**config.mk**
```make
export PLATFORM = sky130hd
export DESIGN_NAME = fc_layer_seq
export DESIGN_NICKNAME = d
export VERILOG_FILES = /design/src/rtl/fc_layer_seq.sv
export SDC_FILE = /design/constraint.sdc
export NUM_CORES = 1
export LEC_CHECK = 0
export BUFFER_PORTS_ARGS = -buffer_cell sky130_fd_sc_hd__buf_4
export CAP_MARGIN = 20
export CORE_ASPECT_RATIO = 1.4
export CORE_UTILIZATION = 25
export DETAILED_ROUTE_END_ITERATION = 8
export PLACE_DENSITY = 0.44
export SLEW_MARGIN = 20
export SYNTH_ARGS = -nofsm -noshare
export SYNTH_HDL_FRONTEND = slang
export SYNTH_SLANG_ARGS = --single-unit
```
**constraint.sdc**
```tcl
create_clock -name clk_i -period 20 [get_ports clk_i]
set_input_delay 4 -clock clk_i [delete_from_list [all_inputs] [get_ports clk_i]]
set_output_delay 4 -clock clk_i [all_outputs]
set_load 0.02 [all_outputs]
```
**src/rtl/fc_layer_seq.sv**
```systemverilog
// -----------------------------------------------------------------------------
// fc_layer_seq
//   Time-multiplexed fully-connected layer. A single signed fixed-point MAC
//   evaluates data_o[j] = act(bias_i[j] + sum_i weights_i[j][i] * data_i[i]).
//   It performs one product per clock, so a full vector takes
//   INPUT_SIZE * OUTPUT_SIZE cycles.
//
//   The layer accepts a vector with a ready/valid handshake. It presents the
//   result with a valid/yumi handshake.
//
//   Each neuron is finalised as follows:
//     1. Arithmetic shift right by FRAC_BITS, which floors the value.
//     2. Saturate to the WORD_SIZE signed range.
//     3. Optionally apply ReLU.
//
// Ports
//   clk_i      clock, all state changes on the rising edge
//   reset_i    synchronous active-high reset
//   valid_i    data_i / weights_i / bias_i are valid
//   ready_o    layer is idle and will accept a vector
//   data_i     input vector, INPUT_SIZE signed words
//   weights_i  weight matrix, row j belongs to neuron j
//   bias_i     one bias per neuron
//   valid_o    data_o holds a finished result
//   yumi_i     consumer takes the result (only meaningful while valid_o)
//   data_o     layer output, OUTPUT_SIZE signed words
// -----------------------------------------------------------------------------
module fc_layer_seq #(
   parameter int WORD_SIZE   = 16,
   parameter int INPUT_SIZE  = 4,
   parameter int OUTPUT_SIZE = 3,
   parameter int FRAC_BITS   = 8,
   parameter int RELU        = 1
) (
   input  logic                                              clk_i,
   input  logic                                              reset_i,
   input  logic                                              valid_i,
   output logic                                              ready_o,
   input  logic [INPUT_SIZE-1:0][WORD_SIZE-1:0]              data_i,
   input  logic [OUTPUT_SIZE-1:0][INPUT_SIZE-1:0][WORD_SIZE-1:0] weights_i,
   input  logic [OUTPUT_SIZE-1:0][WORD_SIZE-1:0]             bias_i,
   output logic                                              valid_o,
   input  logic                                              yumi_i,
   output logic [OUTPUT_SIZE-1:0][WORD_SIZE-1:0]             data_o
);

   // Wide enough to hold bias << FRAC_BITS plus INPUT_SIZE full products.
   localparam int ACC_W = 2*WORD_SIZE + $clog2(INPUT_SIZE+1) + 1;
   localparam int I_W   = (INPUT_SIZE  > 1) ? $clog2(INPUT_SIZE)  : 1;
   localparam int J_W   = (OUTPUT_SIZE > 1) ? $clog2(OUTPUT_SIZE) : 1;

   localparam logic [I_W-1:0] LAST_I = I_W'(INPUT_SIZE-1);
   localparam logic [J_W-1:0] LAST_J = J_W'(OUTPUT_SIZE-1);

   localparam logic signed [ACC_W-1:0] SAT_MAX =
      {{(ACC_W-WORD_SIZE+1){1'b0}}, {(WORD_SIZE-1){1'b1}}};
   localparam logic signed [ACC_W-1:0] SAT_MIN =
      {{(ACC_W-WORD_SIZE+1){1'b1}}, {(WORD_SIZE-1){1'b0}}};

   typedef enum logic [1:0] {
      IDLE = 2'd0,
      BUSY = 2'd1,
      DONE = 2'd2
   } state_t;

   state_t state, state_nxt;

   logic [INPUT_SIZE-1:0][WORD_SIZE-1:0]                  data_r;
   logic [OUTPUT_SIZE-1:0][INPUT_SIZE-1:0][WORD_SIZE-1:0] weights_r;
   logic [OUTPUT_SIZE-1:0][WORD_SIZE-1:0]                 bias_r;

   logic signed [ACC_W-1:0]       acc;
   logic [I_W-1:0]                i_cnt;
   logic [J_W-1:0]                j_cnt;
   logic [J_W-1:0]                j_nxt;

   logic signed [2*WORD_SIZE-1:0] mul_a, mul_b, prod;
   logic signed [ACC_W-1:0]       acc_sum, acc_shift, acc_reload;
   logic [WORD_SIZE-1:0]          fin_word;
   logic                          last_mac;

   // Sign-extend a bias word and align it with the product binary point.
   function automatic logic signed [ACC_W-1:0] bias_load(input logic [WORD_SIZE-1:0] b);
      logic signed [ACC_W-1:0] ext;
      ext = {{(ACC_W-WORD_SIZE){b[WORD_SIZE-1]}}, b};
      return ext <<< FRAC_BITS;
   endfunction

   // ---------------------------------------------------------------------------
   // MAC datapath
   // ---------------------------------------------------------------------------

   // Operands are sign-extended to the product width. The low 2*WORD_SIZE
   // bits of the product are then the exact signed result.
   assign mul_a = {{WORD_SIZE{data_r[i_cnt][WORD_SIZE-1]}}, data_r[i_cnt]};
   assign mul_b = {{WORD_SIZE{weights_r[j_cnt][i_cnt][WORD_SIZE-1]}},
                   weights_r[j_cnt][i_cnt]};
   assign prod  = mul_a * mul_b;

   assign acc_sum   = acc + {{(ACC_W-2*WORD_SIZE){prod[2*WORD_SIZE-1]}}, prod};
   assign acc_shift = acc_sum >>> FRAC_BITS;

   assign j_nxt      = (j_cnt == LAST_J) ? '0 : j_cnt + J_W'(1);
   assign acc_reload = (j_cnt == LAST_J) ? '0 : bias_load(bias_r[j_nxt]);
   assign last_mac   = (state == BUSY) && (i_cnt == LAST_I) && (j_cnt == LAST_J);

   // NOTE: every variable gets a default at the top of always_comb so no
   // path leaves it unassigned (which would infer a latch).
   always_comb begin
      fin_word = acc_shift[WORD_SIZE-1:0];
      if (acc_shift > SAT_MAX) begin
         fin_word = {1'b0, {(WORD_SIZE-1){1'b1}}};
      end else if (acc_shift < SAT_MIN) begin
         fin_word = {1'b1, {(WORD_SIZE-1){1'b0}}};
      end
      if ((RELU != 0) && fin_word[WORD_SIZE-1]) begin
         fin_word = '0;
      end
   end

   // ---------------------------------------------------------------------------
   // FSM: state register / next state / outputs
   // ---------------------------------------------------------------------------

   // NOTE: sequential state always uses non-blocking assignments so every
   // register samples values from before the edge.
   always_ff @(posedge clk_i) begin
      if (reset_i) begin
         state <= IDLE;
      end else begin
         state <= state_nxt;
      end
   end

   always_comb begin
      state_nxt = state;
      case (state)
         IDLE:    if (valid_i)  state_nxt = BUSY;
         BUSY:    if (last_mac) state_nxt = DONE;
         DONE:    if (yumi_i)   state_nxt = IDLE;
         default:               state_nxt = IDLE;
      endcase
   end

   always_comb begin
      ready_o = 1'b0;
      valid_o = 1'b0;
      case (state)
         IDLE:    ready_o = 1'b1;
         DONE:    valid_o = 1'b1;
         default: ;
      endcase
   end

   // ---------------------------------------------------------------------------
   // Operand capture
   // ---------------------------------------------------------------------------

   // NOTE: the captured operands are not reset. They are always reloaded on
   // acceptance before they are read, so a reset would only add routing.
   always_ff @(posedge clk_i) begin
      if (state == IDLE && valid_i && !reset_i) begin
         data_r    <= data_i;
         weights_r <= weights_i;
         bias_r    <= bias_i;
      end
   end

   // ---------------------------------------------------------------------------
   // Accumulator, counters and output registers
   // ---------------------------------------------------------------------------
   always_ff @(posedge clk_i) begin
      if (reset_i) begin
         acc    <= '0;
         i_cnt  <= '0;
         j_cnt  <= '0;
         data_o <= '0;
      end else begin
         case (state)
            IDLE: begin
               if (valid_i) begin
                  acc   <= bias_load(bias_i[0]);
                  i_cnt <= '0;
                  j_cnt <= '0;
               end
            end
            BUSY: begin
               if (i_cnt == LAST_I) begin
                  // Neuron finished: publish it and preload the next bias.
                  data_o[j_cnt] <= fin_word;
                  i_cnt         <= '0;
                  j_cnt         <= j_nxt;
                  acc           <= acc_reload;
               end else begin
                  acc   <= acc_sum;
                  i_cnt <= i_cnt + I_W'(1);
               end
            end
            default: ;
         endcase
      end
   end

endmodule

```
======== Word-level counts from Yosys, hierarchy flattened ========
Cells that the tools add are included.
operators by class
  reduce and logical (&&, ||, !) cells .... 12
  equality and inequality tests ........... 8
  mux-type cells .......................... 30
  add/subtract/negate cells ............... 3
  $lt $le $gt $ge ......................... 6
  multipliers ............................. 1
operators with widths
  operator                                                      count
  binary-select mux 64 bit (select 2 bit)                       1
  two-way mux 36 bit                                            3
  binary-select mux 16 bit (select 2 bit)                       3
  two-way mux 16 bit                                            6
  one-hot mux 36 bit (2 select lines)                           1
  two-way mux 64 bit                                            1
  bitwise mux 48 bit                                            1
  adder 36 bit                                                  1
  demux 16 bit (select 2 bit)                                   1
  multiplier 16 x 16 -> 32 bit                                  1
  > comparator 28 x 16 -> 1 bit, second input constant          1
  less-than comparator 28 x 16 -> 1 bit, second input constant  1
  two-way mux 15 bit                                            1
  two-way mux 2 bit                                             7
  less-than comparator 2 x 3 -> 1 bit, second input constant    3
  one-hot mux 2 bit (2 select lines)                            2
  == test 2 bit, second input constant                          3
  != test 2 bit, second input constant                          3
  one-hot mux 2 bit (3 select lines)                            1
  AND reduction 3 bit                                           2
  logical AND 1 bit                                             5
  adder 2 x 1 -> 2 bit, second input constant                   2
  AND reduction 2 bit                                           2
  == test 2 x 1 -> 1 bit, second input constant                 1
  other kinds (6)                                               7
word-level totals
  bits in registers ....................... 394

======== Depth between registers and ports, before layout ========
  depth after elaboration ................. 11
  gate-level depth with buffers ........... 47

======== Worst setup path after synthesis ========
OpenSTA, ideal clock, no wires.
  path kind ............................... input to register
  from .................................... input reset_i
  to ...................................... register bias_r[0] in the netlist's numbering, enable pin
  data arrival time ....................... 11.218 ns
  stages .................................. 3
  required time ........................... 19.292 ns
  library setup time ...................... 0.708 ns
  setup slack ............................. 8.075 ns
  cells stage by stage .................... clkbuf_1 -> inv_1 -> and3_1
between the ends
  cells in the longest elaborated chain, start to end .. 2
ends and longest elaborated chain
  what                    RTL line  text
  start: declaration      36        input logic reset_i,
  zero test 1 bit         162       if (state == IDLE && valid_i && !reset_i) begin
  logical AND 1 bit       162
  end signal: assignment  165       bias_r <= bias_i;
  end: declaration        70        logic [OUTPUT_SIZE-1:0][WORD_SIZE-1:0] bias_r;
Every way passes these cells.
A chain may end at the register's enable or synchronous reset.

======== Final worst setup path ========
  from .................................... register j_cnt[0]
  to ...................................... register data_o[21] in the netlist's numbering
between the ends
  cells in the longest elaborated chain, start to end .. 11
ends and longest elaborated chain
  what                                      RTL line  text
  start: declaration                        74        logic [J_W-1:0] j_cnt;
  start signal: assignment                  192       j_cnt <= j_nxt;
  binary-select mux 64 bit (select 2 bit)   96, 97
  two-way mux 64 bit (implied by the code)  96, 97
  binary-select mux 16 bit (select 2 bit)   96, 97
  two-way mux 16 bit (implied by the code)  96, 97
  multiplier 16 x 16 -> 32 bit              98        assign prod = mul_a * mul_b;
  adder 36 bit                              100       assign acc_sum = acc + {{(ACC_W-2*WORD_SIZE){prod[2*WORD_SIZE-1]}}, prod};
  less-than comparator 28 x 16 -> 1 bit     113       end else if (acc_shift < SAT_MIN) begin
  two-way mux 16 bit                        113
  two-way mux 16 bit                        111       if (acc_shift > SAT_MAX) begin
  two-way mux 15 bit                        116       if ((RELU != 0) && fin_word[WORD_SIZE-1]) begin
  bitwise mux 48 bit *                      190       data_o[j_cnt] <= fin_word;
  end signal: indexed assignment            190
  end: declaration                          44        output logic [OUTPUT_SIZE-1:0][WORD_SIZE-1:0] data_o
Every way passes the cells marked *; elsewhere a longest branch is shown, timed or not. The select of a mux whose other input is x is not followed.

==> impl_metrics.json <==
{
  "cts-buffers-inserted": 40,
  "clock_sinks": 391,
  "routed_wl_mm": 82.80,
  "setup_tns_ps": 0,
  "start_util": 0.2529,
  "synth-seq-area-share": 0.4067,
  "slew_headroom": 0.2868,
  "fin_nets": 3388,
  "die_y_um": 388.9,
  "synthArstFlopShare": 0,
  "fp.dieW_um": 278.3,
  "gp_congestion": 0.8666,
  "maxSlewViolCount": 0,
  "min_period_ps": 11900,
  "via_per_inst": 4.591,
  "synth_cell_types": 75,
  "path_common_cell": "fa_1",
  "root_buffer": "clkbuf_16",
  "cts.htree.levels": 2,
  "period_share": 0.5949,
  "postCtsSetupBuffers": 0,
  "io_buffers": 354,
  "cts_tree": "built",
  "use_met3": 0.02746,
  "synth-main-ff-cell": "edfxtp_1",
  "critPathMaxFanout": 49,
  "critPathKind": "register to register",
  "timing.rr.start": "j_cnt[0]",
  "top_usage_layer": "met2",
  "grtUsageMet2": 0.2786,
  "syn_to_final_growth_pct": 20.32,
  "grt_max_degree": 81,
  "drive_gt1_frac": 0.1851,
  "r2r_slack_ps": 8100,
  "drc": 0,
  "grt_pass1_vias": 20320,
  "grt_pass1_wl_mm": 124.6,
  "min_to": "data_o[3]",
  "coreArea_um2": 105700,
  "hold_viol": 0,
  "max_slew.worst_pin.slew_ps": 1070,
  "syn_inst": 2380,
  "final_antenna_net_count": 0,
  "io_pins": 358,
  "cp_slowest_stage_delay_ps": 820,
  "clk_pin_slew_worst_paths_ps": 60,
  "syn_avg_cell_area_um2": 11.23,
  "synth_edf_count": 304,
  "holdCritStartpoint": "data_o[3]",
  "antenna_found_initial": 12,
  "rsz0062_at_grt": "false",
  "netlist_area_um2": 26730,
  "overflow": 0,
  "insertion_delay_ps": 580,
  "clk_path_buf_depth": 3,
  "status": "finished, final reports clean",
  "dp.final_hpwl_mm": 65.41,
  "worstHoldPathCells": 1,
  "grt.total_usage": 0.1520,
  "hp-class": "register to register",
  "ys.warnings.count": 0,
  "slowest_stage": "buf_4",
  "via_count": 18790,
  "endpoint_kind": "register",
  "postCtsHoldBufs": 0,
  "nFillCells": 10750,
  "post_cts_resized": 0,
  "critPathRequiredTime_ps": 20420,
  "max_freq_mhz": 84.04,
  "fin_skew_ps": 26.90,
  "die_area_um2": 108200,
  "setup_violations": 0,
  "r2r_end": "data_o[21]",
  "reg2regPathDepth": 37,
  "drv_cap": 0,
  "num_rows": 141,
  "dr.pass1.iters": 5,
  "grt_use_met1": 0.1718,
  "drt-initial-drc-count": 889,
  "startpoint_type": "register",
  "worstPathArrival_ps": 12320,
  "ys_ff_latch": 391,
  "routedWlPerCell_um": 20.23
}
kinds of logic (layout without fill, tap and decap cells):
family,Yosys count,after routing,synth area share
AO/OA/AOI/OAI,404,404,0.09916
XOR/XNOR,65,65,0.02182
adder cells (fa/ha/maj),381,381,0.2522
buffers and inverters,421,767,0.06067
flip-flops,391,391,0.4067
multiplexers,132,132,0.05922
other,1,9,0.0001403
AND/OR/NAND/NOR,585,585,0.1000
how the worst max path moves through the flow:
stage	from	endpoint	slack, ps	depth (start not counted)
floorplan	reset_i	bias_r[0]	8070	3
global placement	j_cnt[0]	data_o[34]	7900	37
detailed placement	j_cnt[0]	data_o[33]	7810	37
CTS	j_cnt[0]	data_o[33]	7730	37
global route	j_cnt[0]	data_o[21]	7390	37
finish	j_cnt[0]	data_o[21]	8100	37
flip-flops by register name (all words and copies together) (netlist names):
register,cells
data_r,64
acc,36
j_cnt,2
state,2
weights_r,192
data_o,45
bias_r,48
i_cnt,2
synthesized netlist by cell type, types with 11 or more instances:
library cell  instances  area [um^2]
nand2_1             227        852.1
xor2_1               17        148.9
o211ai_1             36        270.3
nor3_1               18        90.09
and2_1               23        143.9
ha_1                118         1476
o21ai_1              13        65.06
a311oi_1             12        105.1
mux4_2               20        450.4
dfxtp_1              87         1742
nand3_1              15        75.07
o21a_1               17        127.6
nor2_1              181        679.4
mux2i_1             103         1031
a21o_1               27        202.7
a22oi_1              18        135.1
and3_1               11        68.82
clkbuf_1             76        285.3
inv_1               321         1205
a21oi_1             106        530.5
xnor2_1              47        411.6
fa_1                263         5265
a221o_1              21        210.2
nand2b_1             27        168.9
o21ai_0              84        420.4
nor2b_1              42        262.8
a31oi_1              15        93.84
edfxtp_1            304         9129
worst max-delay path: cells and delay by family (launching register included):
| family | cells | cell delay, ps |
|---|---|---|
| muxes | 2 | 900 |
| buffers and inverters | 4 | 950 |
| DFF | 1 | 790 |
| adders and majority gates | 8 | 3490 |
| xor gates and xnor gates | 1 | 340 |
| and+or+nand+nor | 9 | 2300 |
| AOI/OAI and AO/OA | 13 | 2820 |
layout by cell type, fill, tap and decap left out, drive strengths merged, types with 28 or more instances in the layout:
cell type,instances
buf,375
inv,323
edfxtp,304
fa,263
nand2,227
nor2,181
ha,118
a21oi,107
mux2i,103
o21ai,98
dfxtp,87
xnor2,47
clkbuf,45
nor2b,43
o211ai,36
nand2b,28
final cells by class:
cell class / count / area (um^2) / share of cell area
Antenna cell: 6 / 15.01 / 0.0004669
Clock inverter: 26 / 244.0 / 0.007587
Timing Repair Buffer: 375 / 2815 / 0.08755
Sequential cell: 391 / 10880 / 0.3384
Multi-Input combinational cell: 1570 / 14280 / 0.4440
Clock buffer: 45 / 1020 / 0.03171
Tap cell: 1358 / 1699 / 0.05284
Inverter: 321 / 1205 / 0.03747
metrics by stage:
stage | util | std cells | cell area, um^2 | setup WS, ps | hold WS, ps
3_5_place_dp | 0.2920 | 4015 | 30860 | 7808 | 473.6
5_1_grt | 0.3043 | 4092 | 32160 | 7388 | 517.7
3_3_place_gp | 0.2920 | 4015 | 30860 | 7898 | 481.4
4_1_cts | 0.3040 | 4086 | 32130 | 7733 | 491.9
6_report | 0.3043 | 4092 | 32160 | 8102 | 489.1
2_1_floorplan | - | 2382 | 26730 | 8075 | 472.6
layer usage:
layer	wire [um]	share of wire
met5	89	0.0011
met4	2918	0.035
met3	4205	0.051
met2	44120	0.53
met1	31460	0.38
Power is left out: the tool's default activity adds up to more than one toggle a clock period on the data nets, which glitch-free logic cannot reach.
